`src/rtl/axi_wdata_resp_slave.sv`:
```
// Slave-side AXI write data collector and write response generator.
// Optional byte strobes are enabled by defining WSTRB_EN.
module axi_wdata_resp_slave #(
  parameter int DATA_W    = 32,
  parameter int ID_W      = 32,
  parameter int MAX_BURST = 4,
  parameter int CNT_W     = $clog2(MAX_BURST)
) (
  input  logic                        clk,
  input  logic                        rst,
  input  logic                        req_valid,
  output logic                        req_ready,
  input  logic [ID_W-1:0]             req_id,
  input  logic                        wvalid,
  output logic                        wready,
  input  logic [DATA_W-1:0]           wdata,
  input  logic                        wlast,
`ifdef WSTRB_EN
  input  logic [DATA_W/8-1:0]         wstrb,
  output logic [DATA_W/8*MAX_BURST-1:0] wd_strb,
`endif
  output logic                        wd_valid,
  input  logic                        wd_ready,
  output logic [DATA_W*MAX_BURST-1:0] wd_data,
  output logic [CNT_W:0]              wd_beats,
  output logic [ID_W-1:0]             wd_id,
  input  logic                        finish_wd,
  output logic                        bvalid,
  input  logic                        bready,
  output logic [ID_W-1:0]             bid,
  output logic [1:0]                  bresp
);

  typedef enum logic [2:0] {S_IDLE, S_DATA, S_HAND, S_WAIT, S_RESP} state_e;

  localparam logic [CNT_W:0] MAX_CNT = (CNT_W+1)'(MAX_BURST);

  state_e            state_q;
  logic [CNT_W:0]    cnt_q, cnt_d;
  logic [DATA_W-1:0] slot_q [MAX_BURST];
`ifdef WSTRB_EN
  logic [DATA_W/8-1:0] strb_q [MAX_BURST];
`endif
  logic [ID_W-1:0]   id_q;
  logic              err_q;
  logic              req_ready_q, wready_q, wd_valid_q, bvalid_q;

  logic beat_fire, room;

  assign beat_fire = wvalid & wready_q;
  assign room      = (cnt_q != MAX_CNT);
  assign cnt_d     = cnt_q + (CNT_W+1)'(1);

  // NOTE: all state below is registered with non-blocking assignments so every
  // register sees the pre-edge values of its neighbours.
  always_ff @(posedge clk) begin
    if (rst) begin
      state_q     <= S_IDLE;
      cnt_q       <= '0;
      id_q        <= '0;
      err_q       <= 1'b0;
      req_ready_q <= 1'b1;
      wready_q    <= 1'b0;
      wd_valid_q  <= 1'b0;
      bvalid_q    <= 1'b0;
      // NOTE: the line buffer is reset explicitly because its contents are
      // visible on wd_data and must read zero after reset.
      for (int k = 0; k < MAX_BURST; k++) begin
        slot_q[k] <= '0;
`ifdef WSTRB_EN
        strb_q[k] <= '0;
`endif
      end
    end else begin
      unique case (state_q)
        S_IDLE: begin
          if (req_valid) begin
            state_q     <= S_DATA;
            id_q        <= req_id;
            cnt_q       <= '0;
            err_q       <= 1'b0;
            req_ready_q <= 1'b0;
            wready_q    <= 1'b1;
            for (int k = 0; k < MAX_BURST; k++) begin
              slot_q[k] <= '0;
`ifdef WSTRB_EN
              strb_q[k] <= '0;
`endif
            end
          end
        end
        S_DATA: begin
          if (beat_fire) begin
            // Beats past the buffer depth are swallowed and flagged as SLVERR.
            if (room) begin
              slot_q[cnt_q[CNT_W-1:0]] <= wdata;
`ifdef WSTRB_EN
              strb_q[cnt_q[CNT_W-1:0]] <= wstrb;
`endif
              cnt_q <= cnt_d;
            end else begin
              err_q <= 1'b1;
            end
            if (wlast) begin
              state_q    <= S_HAND;
              wready_q   <= 1'b0;
              wd_valid_q <= 1'b1;
            end
          end
        end
        S_HAND: begin
          if (wd_ready) begin
            state_q    <= S_WAIT;
            wd_valid_q <= 1'b0;
          end
        end
        S_WAIT: begin
          if (finish_wd) begin
            state_q  <= S_RESP;
            bvalid_q <= 1'b1;
          end
        end
        S_RESP: begin
          // Returning through IDLE enforces one idle cycle between bursts.
          if (bready) begin
            state_q     <= S_IDLE;
            bvalid_q    <= 1'b0;
            req_ready_q <= 1'b1;
          end
        end
        default: state_q <= S_IDLE;
      endcase
    end
  end

  always_comb begin
    wd_data = '0;
    for (int k = 0; k < MAX_BURST; k++) begin
      wd_data[k*DATA_W +: DATA_W] = slot_q[k];
    end
  end

`ifdef WSTRB_EN
  always_comb begin
    wd_strb = '0;
    for (int k = 0; k < MAX_BURST; k++) begin
      wd_strb[k*(DATA_W/8) +: DATA_W/8] = strb_q[k];
    end
  end
`endif

  assign req_ready = req_ready_q;
  assign wready    = wready_q;
  assign wd_valid  = wd_valid_q;
  assign bvalid    = bvalid_q;
  assign wd_beats  = cnt_q;
  assign wd_id     = id_q;
  assign bid       = id_q;
  assign bresp     = {err_q, 1'b0};

endmodule

```
`config.mk`:
```
export PLATFORM = sky130hd
export DESIGN_NAME = axi_wdata_resp_slave
export DESIGN_NICKNAME = d
export VERILOG_FILES = /design/src/rtl/axi_wdata_resp_slave.sv
export SDC_FILE = /design/constraint.sdc
export NUM_CORES = 1
export LEC_CHECK = 0
export CELL_PAD_IN_SITES_DETAIL_PLACEMENT = 1
export CELL_PAD_IN_SITES_GLOBAL_PLACEMENT = 1
export CORE_MARGIN = 2
export CORE_UTILIZATION = 37
export CTS_BUF_LIST = sky130_fd_sc_hd__clkbuf_4 sky130_fd_sc_hd__clkbuf_8
export DETAILED_ROUTE_END_ITERATION = 16
export PLACE_DENSITY = 0.93
export SYNTH_ARGS = -nofsm -noshare
export SYNTH_HDL_FRONTEND = slang
export SYNTH_SLANG_ARGS = --single-unit
```
`constraint.sdc`:
```
create_clock -name clk -period 7.3 [get_ports clk]
set_clock_uncertainty 0.1 [all_clocks]
set_input_delay 1.095 -clock clk [delete_from_list [all_inputs] [get_ports clk]]
set_output_delay 1.095 -clock clk [all_outputs]
set_load 0.02 [all_outputs]
```
==> run_results.csv, run 1 <==
group,metric,value,unit
status,outcome,"complete, no violations",
timing,tns,0,ns
synthesis,netlist_top_cells_area,"edfxtp_1, dfxtp_1, and2_1",
clock_network,cts_resized,0,
drt,vias,4969,
run,maxCapViolCount,0,
drt,drt_pre_antenna_iters,4,
floorplanning,die_w,139,um
floorplanning,initial_core_util,37.7,%
floorplanning,core-area,18000,um2
global_routing,grt_pass1_vias,5179,
synthesis,synth-seq-cells,171,
floorplanning,chipHeight,139,um
worst_setup_path,crit_path_end,"slot_q[0][7]",
global_routing,overflow,0,
pwr,irDropWorstVdd,0.121,mV
cells_and_area,utilization,55.5,%
drt,drtIter0Drc,213,
worst_setup_path,reg2regPathDepth,4,
cells_and_area,nNetsFinal,839,
timing,setup_viol,0,
clock_network,cts_tree,"yes",
placed_design,portBuffers,271,
synthesis,netlist.top_cell.by_area,"edfxtp_1",
pwr,p_switching,578,uW
drt,via_per_inst,4.94,
cells_and_area,stdcell_count,1006,
synthesis,synth_edf_count,128,
timing,slew_headroom,29.9,%
worst_setup_path,critical_path.max_fanout,35,
synthesis,netlist_instances,525,
drt,postRouteAntennaNets,0,
clock_network,clkLatencyLatePin,0.44,ns
global_routing,grt_max_degree,50,
global_routing,grt.total_usage,20.7,%
synthesis,ys_types,44,
synthesis,synth_fp_nets,601,
worst_setup_path,crit_type,"input port to flop",
synthesis,ys_seq_area_share,69.5,%
worst_setup_path,critPathLaunchType,"input port",
drt,wire_per_inst,20.3,um
placed_design,dpl.hpwl,14300,um
drt,wirelength,20400,um
floorplanning,die_area,19400,um2
cells_and_area,area_growth,47.3,%
synthesis,netlist_area,6770,um2
pwr,p_leak,0.00367,uW
pwr,cell_internal_pwr,1600,uW
drt,drc,0,
pwr,combPwrFrac,15.3,%
timing,fin_crit_sh,44.2,%
pwr,p_clk_share,33.0,%
synthesis,syn_avg_cell_area,12.9,um2
worst_setup_path,worstPathArrival,3.24,ns
synthesis,async_flop_share,0,%
worst_setup_path,rr_endpoint,"slot_q[1][20]",
worst_setup_path,endpoint_kind,"flop",
timing,worst-slew-pin-transition,1.05,ns
floorplanning,ios,273,
pwr,power_density,219,nW/um2
global_routing,grt_pass1_wl,30800,um
pwr,swShare,26.5,%
timing,slew_violations,0,
synthesis,synth_top_cell_area_share,56.8,%
clock_network,numCtsBuffers,17,
timing,fmax,0.310,GHz
timing,final_hold_viol_count,0,
cells_and_area,nFillCells,1814,
worst_hold_path,min_path_type,"flop to flop",
clock_network,path_clk_slew,0.09,ns
floorplanning,core.rowCount,49,
synthesis,ys.flop_type,"edfxtp_1",
placed_design,finalWeightedCongestion,0.760,
clock_network,ctsHoldBuffers,0,
timing,rsz0062_at_grt,"no",
worst_setup_path,rrSetupSlack,4.58,ns
clock_network,post_cts_buffers,0,
pwr,seq_power_share,51.7,%
clock_network,htreeDepth,4,
worst_setup_path,crit_required,7.31,ns
worst_setup_path,critPathLaunch,"req_valid",
worst_setup_path,timing.rr.start,"state_q[0]",
pwr,power,2180,uW
synthesis,ys_warn_count,0,
placed_design,dp_cells,973,
timing,layout_min_cycle_time,3.23,ns
clock_network,numClockSinks,171,
cells_and_area,layout-drive-gt1-share,6.70,%
global_routing,grt_antenna_before_repair,1,
clock_network,cts-root-buf,"clkbuf_8",
clock_network,clockBufferDepth,2,
worst max-delay path, cell delays in order:
cell and delay [ns]:
clkdlybuf4s50_1 0.55, nor4b_4 0.23, buf_4 0.39, nor2_1 0.24, o31ai_4 0.27, buf_4 0.44
layer usage:
layer	global-route usage [%]	part of all wire, %	routed length (um)
met1	24.0	39	7940
met2	36.5	51	10500
met3	5.75	7.4	1510
met4	8.19	2.3	473
met5	0	0	0
Yosys cell counts, types with 4 or more instances:
master / instances
edfxtp_1: 128
buf_2: 8
ha_1: 4
nand2b_1: 4
nand2_1: 69
dfxtp_1: 43
a21oi_1: 35
inv_1: 4
clkbuf_1: 16
and2_1: 129
buf_4: 34
nor2_1: 5
power groups by stage:
stage	Combinational, uW	Clock [uW]	Sequential [uW]
after detailed placement	336	0	1150
after global placement	328	0	1150
after CTS	337	741	1130
after floorplan	80.2	0	1220
after global routing	350	774	1140
final	333	721	1130
worst min path at each step:
stage                      to  startpoint  cells after the start
floorplan               err_q       err_q                      1
global placement    req_ready   req_ready                      2
detailed placement  req_ready   req_ready                      2
CTS                 req_ready   req_ready                      2
global route        req_ready   req_ready                      2
finish              req_ready   req_ready                      2
through the flow:
stage / hold WS [ns] / area [um2] / setup slack (ns)
after floorplan: 0.342 / 6770 / 2.89
after global placement: 0.333 / 9540 / 3.77
after detailed placement: 0.360 / 9540 / 3.57
after CTS: 0.373 / 9970 / 4.03
after global routing: 0.391 / 9970 / 3.92
final: 0.364 / 9970 / 4.07
layout make-up:
cell class	count	area (um2)	share of cell area (%)
multi-input cells	289	1760	17.6
diodes	1	2.50	0.0251
well taps	229	287	2.87
inverters	4	15.0	0.151
clock inverters	14	189	1.89
clock buffers	18	241	2.42
repair buffers	280	2780	27.8
flip-flops and latches	171	4700	47.2
sequential cells by signal, summed over array words and instances, names as in the netlist:
name / flops
wd_beats: 3
req_ready: 1
state_q: 3
err_q: 1
wready: 1
bid: 32
wd_valid: 1
slot_q: 128
bvalid: 1
placed cells by master, fill, tap and decap left out, drive strengths merged, types with 3 or more instances in the layout:
master         instances
clkdlybuf4s50        270
and2                 129
edfxtp               128
nand2                 69
dfxtp                 43
a21oi                 35
clkbuf                18
buf                   10
inv                    8
nor2                   5
clkinv                 5
nand2b                 4
ha                     4
nor4                   4
o31ai                  3
bufinv                 3
nor4b                  3
logic make-up after synthesis:
| kind of cell | after synthesis | share of synthesized area [%] |
|---|---|---|
| compound gates | 54 | 4.71 |
| fa+ha+maj | 4 | 0.739 |
| buf+inv | 65 | 5.69 |
| flops | 171 | 69.5 |
| other cells | 1 | 0.0554 |
| simple gates | 230 | 19.3 |
No activity file was read; power rests on OpenSTA's default activity.
==> run 2: changes to the inputs <==
--- a/config.mk
+++ b/config.mk
@@ -8,10 +8,10 @@
 export CELL_PAD_IN_SITES_DETAIL_PLACEMENT = 1
 export CELL_PAD_IN_SITES_GLOBAL_PLACEMENT = 1
 export CORE_MARGIN = 2
-export CORE_UTILIZATION = 37
+export CORE_UTILIZATION = 31
 export CTS_BUF_LIST = sky130_fd_sc_hd__clkbuf_4 sky130_fd_sc_hd__clkbuf_8
 export DETAILED_ROUTE_END_ITERATION = 16
-export PLACE_DENSITY = 0.93
+export PLACE_DENSITY = 0.83
 export SYNTH_ARGS = -nofsm -noshare
 export SYNTH_HDL_FRONTEND = slang
 export SYNTH_SLANG_ARGS = --single-unit
==> constraint.sdc (replaced) <==
create_clock -name clk -period 2.94 [get_ports clk]
set_clock_uncertainty 0.1 [all_clocks]
set_input_delay 0.441 -clock clk [delete_from_list [all_inputs] [get_ports clk]]
set_output_delay 0.441 -clock clk [all_outputs]
set_load 0.02 [all_outputs]
==> run 2 against run 1 <==
Die area grew 19%. Via count shrank 2.8%. Clock power grew 140%. Utilization shrank 8.8 points. Sequential power grew 150%. Largest cell class unchanged.
==> run_results.csv, run 2 (synthesis results as in run 1) <==
group,metric,value,unit
cells_and_area,nNetsFinal,844,
clock_network,post_cts_buffers,0,
global_routing,grt_pass1_wl,30600,um
clock_network,cts-root-buf,"clkbuf_8",
worst_setup_path,critPathLaunchType,"flop",
floorplanning,initial_core_util,31.3,%
global_routing,overflow,0,
drt,drt_pre_antenna_iters,4,
worst_setup_path,timing.rr.start,"wd_beats[0]",
clock_network,clockBufferDepth,2,
floorplanning,core-area,21600,um2
timing,fmax,0.409,GHz
timing,rsz0062_at_grt,"no",
clock_network,cts_tree,"yes",
worst_setup_path,critPathLaunch,"wd_beats[0]",
worst_setup_path,endpoint_kind,"flop",
worst_setup_path,crit_required,2.94,ns
timing,worst-slew-pin-transition,0.569,ns
drt,postRouteAntennaNets,0,
worst_setup_path,rrSetupSlack,0.49,ns
clock_network,path_clk_slew,0.09,ns
pwr,p_leak,0.00370,uW
drt,via_per_inst,4.55,
worst_setup_path,reg2regPathDepth,5,
drt,drtIter0Drc,177,
cells_and_area,area_growth,49.1,%
worst_setup_path,worstPathArrival,2.45,ns
worst_setup_path,crit_type,"flop to flop",
placed_design,dp_slack,0.392,ns
timing,setup_ws,0.494,ns
worst_setup_path,critical_path.max_fanout,32,
timing,layout_min_cycle_time,2.45,ns
clock_network,cts_resized,0,
drt,wirelength,19800,um
timing,setup_viol,0,
worst_hold_path,hold_path_startpoint,"rst",
worst_hold_path,holdPathEnd,"wd_beats[1]",
timing,slew_headroom,61.9,%
pwr,power_density,532,nW/um2
cells_and_area,layout-drive-gt1-share,7.55,%
global_routing,grt_antenna_before_repair,0,
placed_design,postPlaceCellArea,9670,um2
cells_and_area,layout_common_cells,"clkdlybuf4s50_1, and2_1, edfxtp_1",
clock_network,htreeDepth,4,
timing,final_hold_viol_count,0,
worst_hold_path,min_path_type,"input port to flop",
global_routing,grt.total_usage,17.1,%
clock_network,ctsHoldBuffers,0,
floorplanning,ios,273,
clock_network,clkLatencyLatePin,0.46,ns
placed_design,finalWeightedCongestion,0.743,
cells_and_area,mostFrequentLayoutCell,"clkdlybuf4s50_1",
drt,vias,4829,
clock_network,numCtsBuffers,17,
timing,fin_crit_sh,83.2,%
worst_setup_path,rr_endpoint,"slot_q[3][0]",
floorplanning,core.rowCount,54,
run,maxCapViolCount,0,
drt,drc,0,
clock_network,numClockSinks,171,
timing,tns,0,ns
placed_design,dpl.hpwl,14100,um
global_routing,grt_max_degree,41,
cells_and_area,largest_reg_flops,128,
cells_and_area,largest_register,"slot_q",
pwr,irDropWorstVdd,0.257,mV
status,outcome,"complete, no violations",
floorplanning,chipHeight,152,um
floorplanning,die_w,152,um
worst_hold_path,min_path_cells,2,
cells_and_area,fin_area,10100,um2
drt,wire_per_inst,18.6,um
placed_design,portBuffers,271,
floorplanning,die_area,23000,um2
timing,slew_violations,0,
global_routing,grt_pass1_vias,5262,
[run 2: cell count changes in the layout (fill, tap and decap cells not counted)]
cell | before | now
clkinv_1 | 1 | 0
clkinv_8 | 1 | 4
inv_12 | 0 | 1
clkbuf_4 | 1 | 0
bufinv_16 | 3 | 1
clkinv_4 | 3 | 1
a211o_2 | 0 | 1
buf_4 | 9 | 12
clkinvlp_4 | 2 | 1
inv_8 | 1 | 2
inv_6 | 3 | 5
buf_12 | 0 | 2
a211o_1 | 2 | 1
[run 2: area by class of cell]
cell class	count	area, um2
Antenna cell	1	2.50
Clock buffer	17	234
Clock inverter	15	194
Fill cell	2257	11500
Inverter	4	15.0
Multi-Input combinational cell	289	1760
Sequential cell	171	4700
Tap cell	280	350
Timing Repair Buffer	285	2840
[run 2: routing by layer]
metal  GRT usage (%)  wire, um  vias up  share of wire [%]
met1            19.7      7960     2327                 40
met4            4.49       232        0                1.2
met3            5.70      1580       18                8.0
li1                -         -     2253                  -
met2            30.6     10000      231                 51
met5               0         0        -                  0
[run 2: critical path, cell delays in order (launching register included)]
cell	delay (ns)
dfxtp_1	0.43
inv_1	0.09
ha_1	0.24
a211o_1	0.50
o31ai_4	0.25
buf_4	0.48
[run 2: power by group]
group	internal, uW	switching (uW)
logic	391	448
clock network	734	1010
registers	2730	66.5
[run 2: per-stage QoR]
| step | util (%) | hold slack [ns] | total power, uW | std cells |
|---|---|---|---|---|
| floorplan | - | 0.342 | 3220 | 525 |
| global placement | 44.7 | 0.334 | 3680 | 1029 |
| detailed placement | 44.7 | 0.346 | 3700 | 1029 |
| CTS | 46.7 | 0.290 | 5450 | 1061 |
| global route | 46.7 | 0.318 | 5590 | 1061 |
| finish | 46.7 | 0.314 | 5380 | 1062 |
[run 2: how the worst max path moves through the flow]
| stage | cells past startpoint | endpoint |
|---|---|---|
| 6_report | 5 | slot_q[3][0] |
| 5_1_grt | 5 | slot_q[3][0] |
| 4_1_cts | 5 | slot_q[3][0] |
| 3_5_place_dp | 5 | slot_q[3][28] |
| 3_3_place_gp | 5 | slot_q[3][7] |
| 2_1_floorplan | 4 | slot_q[2][0] |
==> run 3: changes to the inputs <==
--- a/config.mk
+++ b/config.mk
@@ -8,10 +8,10 @@
 export CELL_PAD_IN_SITES_DETAIL_PLACEMENT = 1
 export CELL_PAD_IN_SITES_GLOBAL_PLACEMENT = 1
 export CORE_MARGIN = 2
-export CORE_UTILIZATION = 31
+export CORE_UTILIZATION = 34
 export CTS_BUF_LIST = sky130_fd_sc_hd__clkbuf_4 sky130_fd_sc_hd__clkbuf_8
 export DETAILED_ROUTE_END_ITERATION = 16
-export PLACE_DENSITY = 0.83
+export PLACE_DENSITY = 0.86
 export SYNTH_ARGS = -nofsm -noshare
 export SYNTH_HDL_FRONTEND = slang
 export SYNTH_SLANG_ARGS = --single-unit
==> constraint.sdc (replaced) <==
create_clock -name clk -period 2.35 [get_ports clk]
set_clock_uncertainty 0.1 [all_clocks]
set_input_delay 0.3525 -clock clk [delete_from_list [all_inputs] [get_ports clk]]
set_output_delay 0.3525 -clock clk [all_outputs]
set_load 0.02 [all_outputs]
==> run 3 against run 2 <==
Combinational power up 31%. Non-clock buffer count up 13. First-iteration DRC count rose by 20%. Routed wire length increased by 5.6%. Clock power is 14% higher. Sequential share of layout area decreased by 0.67 points. Cell count shrank 0.28%. Die area shrank 8.6%. Worst setup slack lost 0.36 ns. Sequential power grew 25%. Global-route usage rose by 2.7 points. Critical path type unchanged. Critical endpoint is now slot_q[3][1].
==> run_results.csv, run 3 (synthesis results as in run 1) <==
group,metric,value,unit
drt,wirelength,20900,um
worst_setup_path,critical_path.max_stage_delay,0.62,ns
global_routing,grt_max_degree,36,
cells_and_area,area_growth,51.5,%
drt,drc,0,
global_routing,grt_pass1_vias,5556,
clock_network,path_clk_slew,0.10,ns
clock_network,post_cts_buffers,0,
clock_network,cts_resized,0,
floorplanning,initial_core_util,34.7,%
floorplanning,die_area,21100,um2
clock_network,clockBufferDepth,2,
drt,wire_per_inst,19.8,um
global_routing,overflow,0,
status,outcome,"complete, no violations",
timing,slew_violations,0,
clock_network,cts_tree,"yes",
worst_hold_path,min_path_type,"input port to flop",
worst_setup_path,crit_required,2.42,ns
worst_setup_path,path_cells,"inv_2 -> ha_4 -> a211o_4 -> o31ai_4 -> buf_12",
floorplanning,chipHeight,145,um
cells_and_area,layout-drive-gt1-share,9.82,%
drt,via_per_inst,4.74,
pwr,power,6590,uW
drt,vias,5021,
timing,fmax,0.452,GHz
pwr,power_density,642,nW/um2
cells_and_area,layout_common_cells,"clkdlybuf4s50_1, and2_1, edfxtp_1",
worst_setup_path,endpoint_kind,"flop",
worst_setup_path,critPathLaunchType,"flop",
floorplanning,core.rowCount,51,
clock_network,cts-root-buf,"clkbuf_8",
timing,layout_min_cycle_time,2.21,ns
timing,tns,0,ns
cells_and_area,antenna_cells,0,
worst_setup_path,worstPathArrival,2.29,ns
worst_setup_path,crit_type,"flop to flop",
run,maxCapViolCount,0,
drt,drtIter0Drc,212,
pwr,p_leak,0.00377,uW
cells_and_area,mostFrequentLayoutCell,"clkdlybuf4s50_1",
cells_and_area,nNetsFinal,857,
floorplanning,die_w,145,um
placed_design,finalWeightedCongestion,0.755,
clock_network,ctsHoldBuffers,0,
timing,final_hold_viol_count,0,
global_routing,grt.total_usage,19.9,%
clock_network,numClockSinks,171,
timing,setup_viol,0,
clock_network,htreeDepth,4,
worst_setup_path,critical_path.max_fanout,13,
cells_and_area,largest_register,"slot_q",
placed_design,portBuffers,271,
floorplanning,core-area,19500,um2
timing,rsz0062_at_grt,"no",
global_routing,grt_pass1_wl,32200,um
worst_setup_path,slowest_stage,"o31ai_4",
floorplanning,ios,273,
timing,worst-slew-pin-transition,0.742,ns
placed_design,dpl.hpwl,15400,um
global_routing,grt_antenna_before_repair,0,
pwr,irDropWorstVdd,0.301,mV
timing,fin_crit_sh,94.2,%
clock_network,clkLatencyLatePin,0.46,ns
clock_network,numCtsBuffers,17,
drt,postRouteAntennaNets,0,
cells_and_area,largest_reg_flops,128,
timing,slew_headroom,50.6,%
drt,drt_pre_antenna_iters,4,
[run 3: changes by cell type in the layout (fill, tap and decap cells not counted), moves of 2 or more]
cell,before,now
buf_4,12,16
dfxtp_4,0,2
inv_8,2,4
buf_12,2,11
inv_2,0,2
clkinv_8,4,1
clkinvlp_4,1,4
dfxtp_1,43,41
inv_1,4,2
[run 3: worst paths after layout]
check	cells past startpoint	start	endpoint	slack, ns
max	5	wd_beats[0]	slot_q[3][1]	0.14
min	2	rst	wd_beats[2]	0.17
max reg2reg	5	wd_beats[0]	slot_q[3][1]	0.14
min reg2reg	2	req_ready	req_ready	0.35
[run 3: critical path, delay by kind of cell (launching register included)]
family | cells | cell delay (ns)
compound gates | 2 | 0.99
flops | 1 | 0.39
buf+inv | 2 | 0.29
fa+ha+maj | 1 | 0.16
[run 3: stage by stage]
stage                     utilization (%)  setup WS, ns  instances  instance area (um2)  hold WS, ns
after detailed placement             50.6       -0.0714       1027                 9890        0.337
final                                52.6         0.136       1059                10300        0.171
after floorplan                         -       -0.0944        525                 6840        0.342
after global placement               50.6       -0.0706       1027                 9890        0.331
after CTS                            52.6        0.0232       1059                10300        0.138
after global routing                 52.6        0.0428       1059                10300        0.172
[run 3: metal layers]
| layer | share of wire (%) | vias up | wire length (um) | global-route usage, % |
|---|---|---|---|---|
| li1 | - | 2278 | - | - |
| met1 | 39 | 2478 | 8230 | 21.8 |
| met2 | 51 | 242 | 10800 | 36.7 |
| met3 | 7.6 | 23 | 1590 | 6.70 |
| met4 | 1.5 | 0 | 323 | 5.25 |
| met5 | 0 | - | 0 | 0 |
[run 3: power by group]
group / switching (uW) / internal [uW] / leakage (uW)
combinational: 577 / 526 / 0.00185
sequential: 87.1 / 3410 / 0.00174
clock: 1200 / 790 / 0.000181
[run 3: layout make-up]
class | count | area [um2]
sequential | 171 | 4710
clock inverter | 14 | 131
multi-input combinational | 289 | 1780
tap | 265 | 332
clock buffer | 18 | 241
fill | 2019 | 9270
inverter | 4 | 15.0
timing repair buffer | 298 | 3050
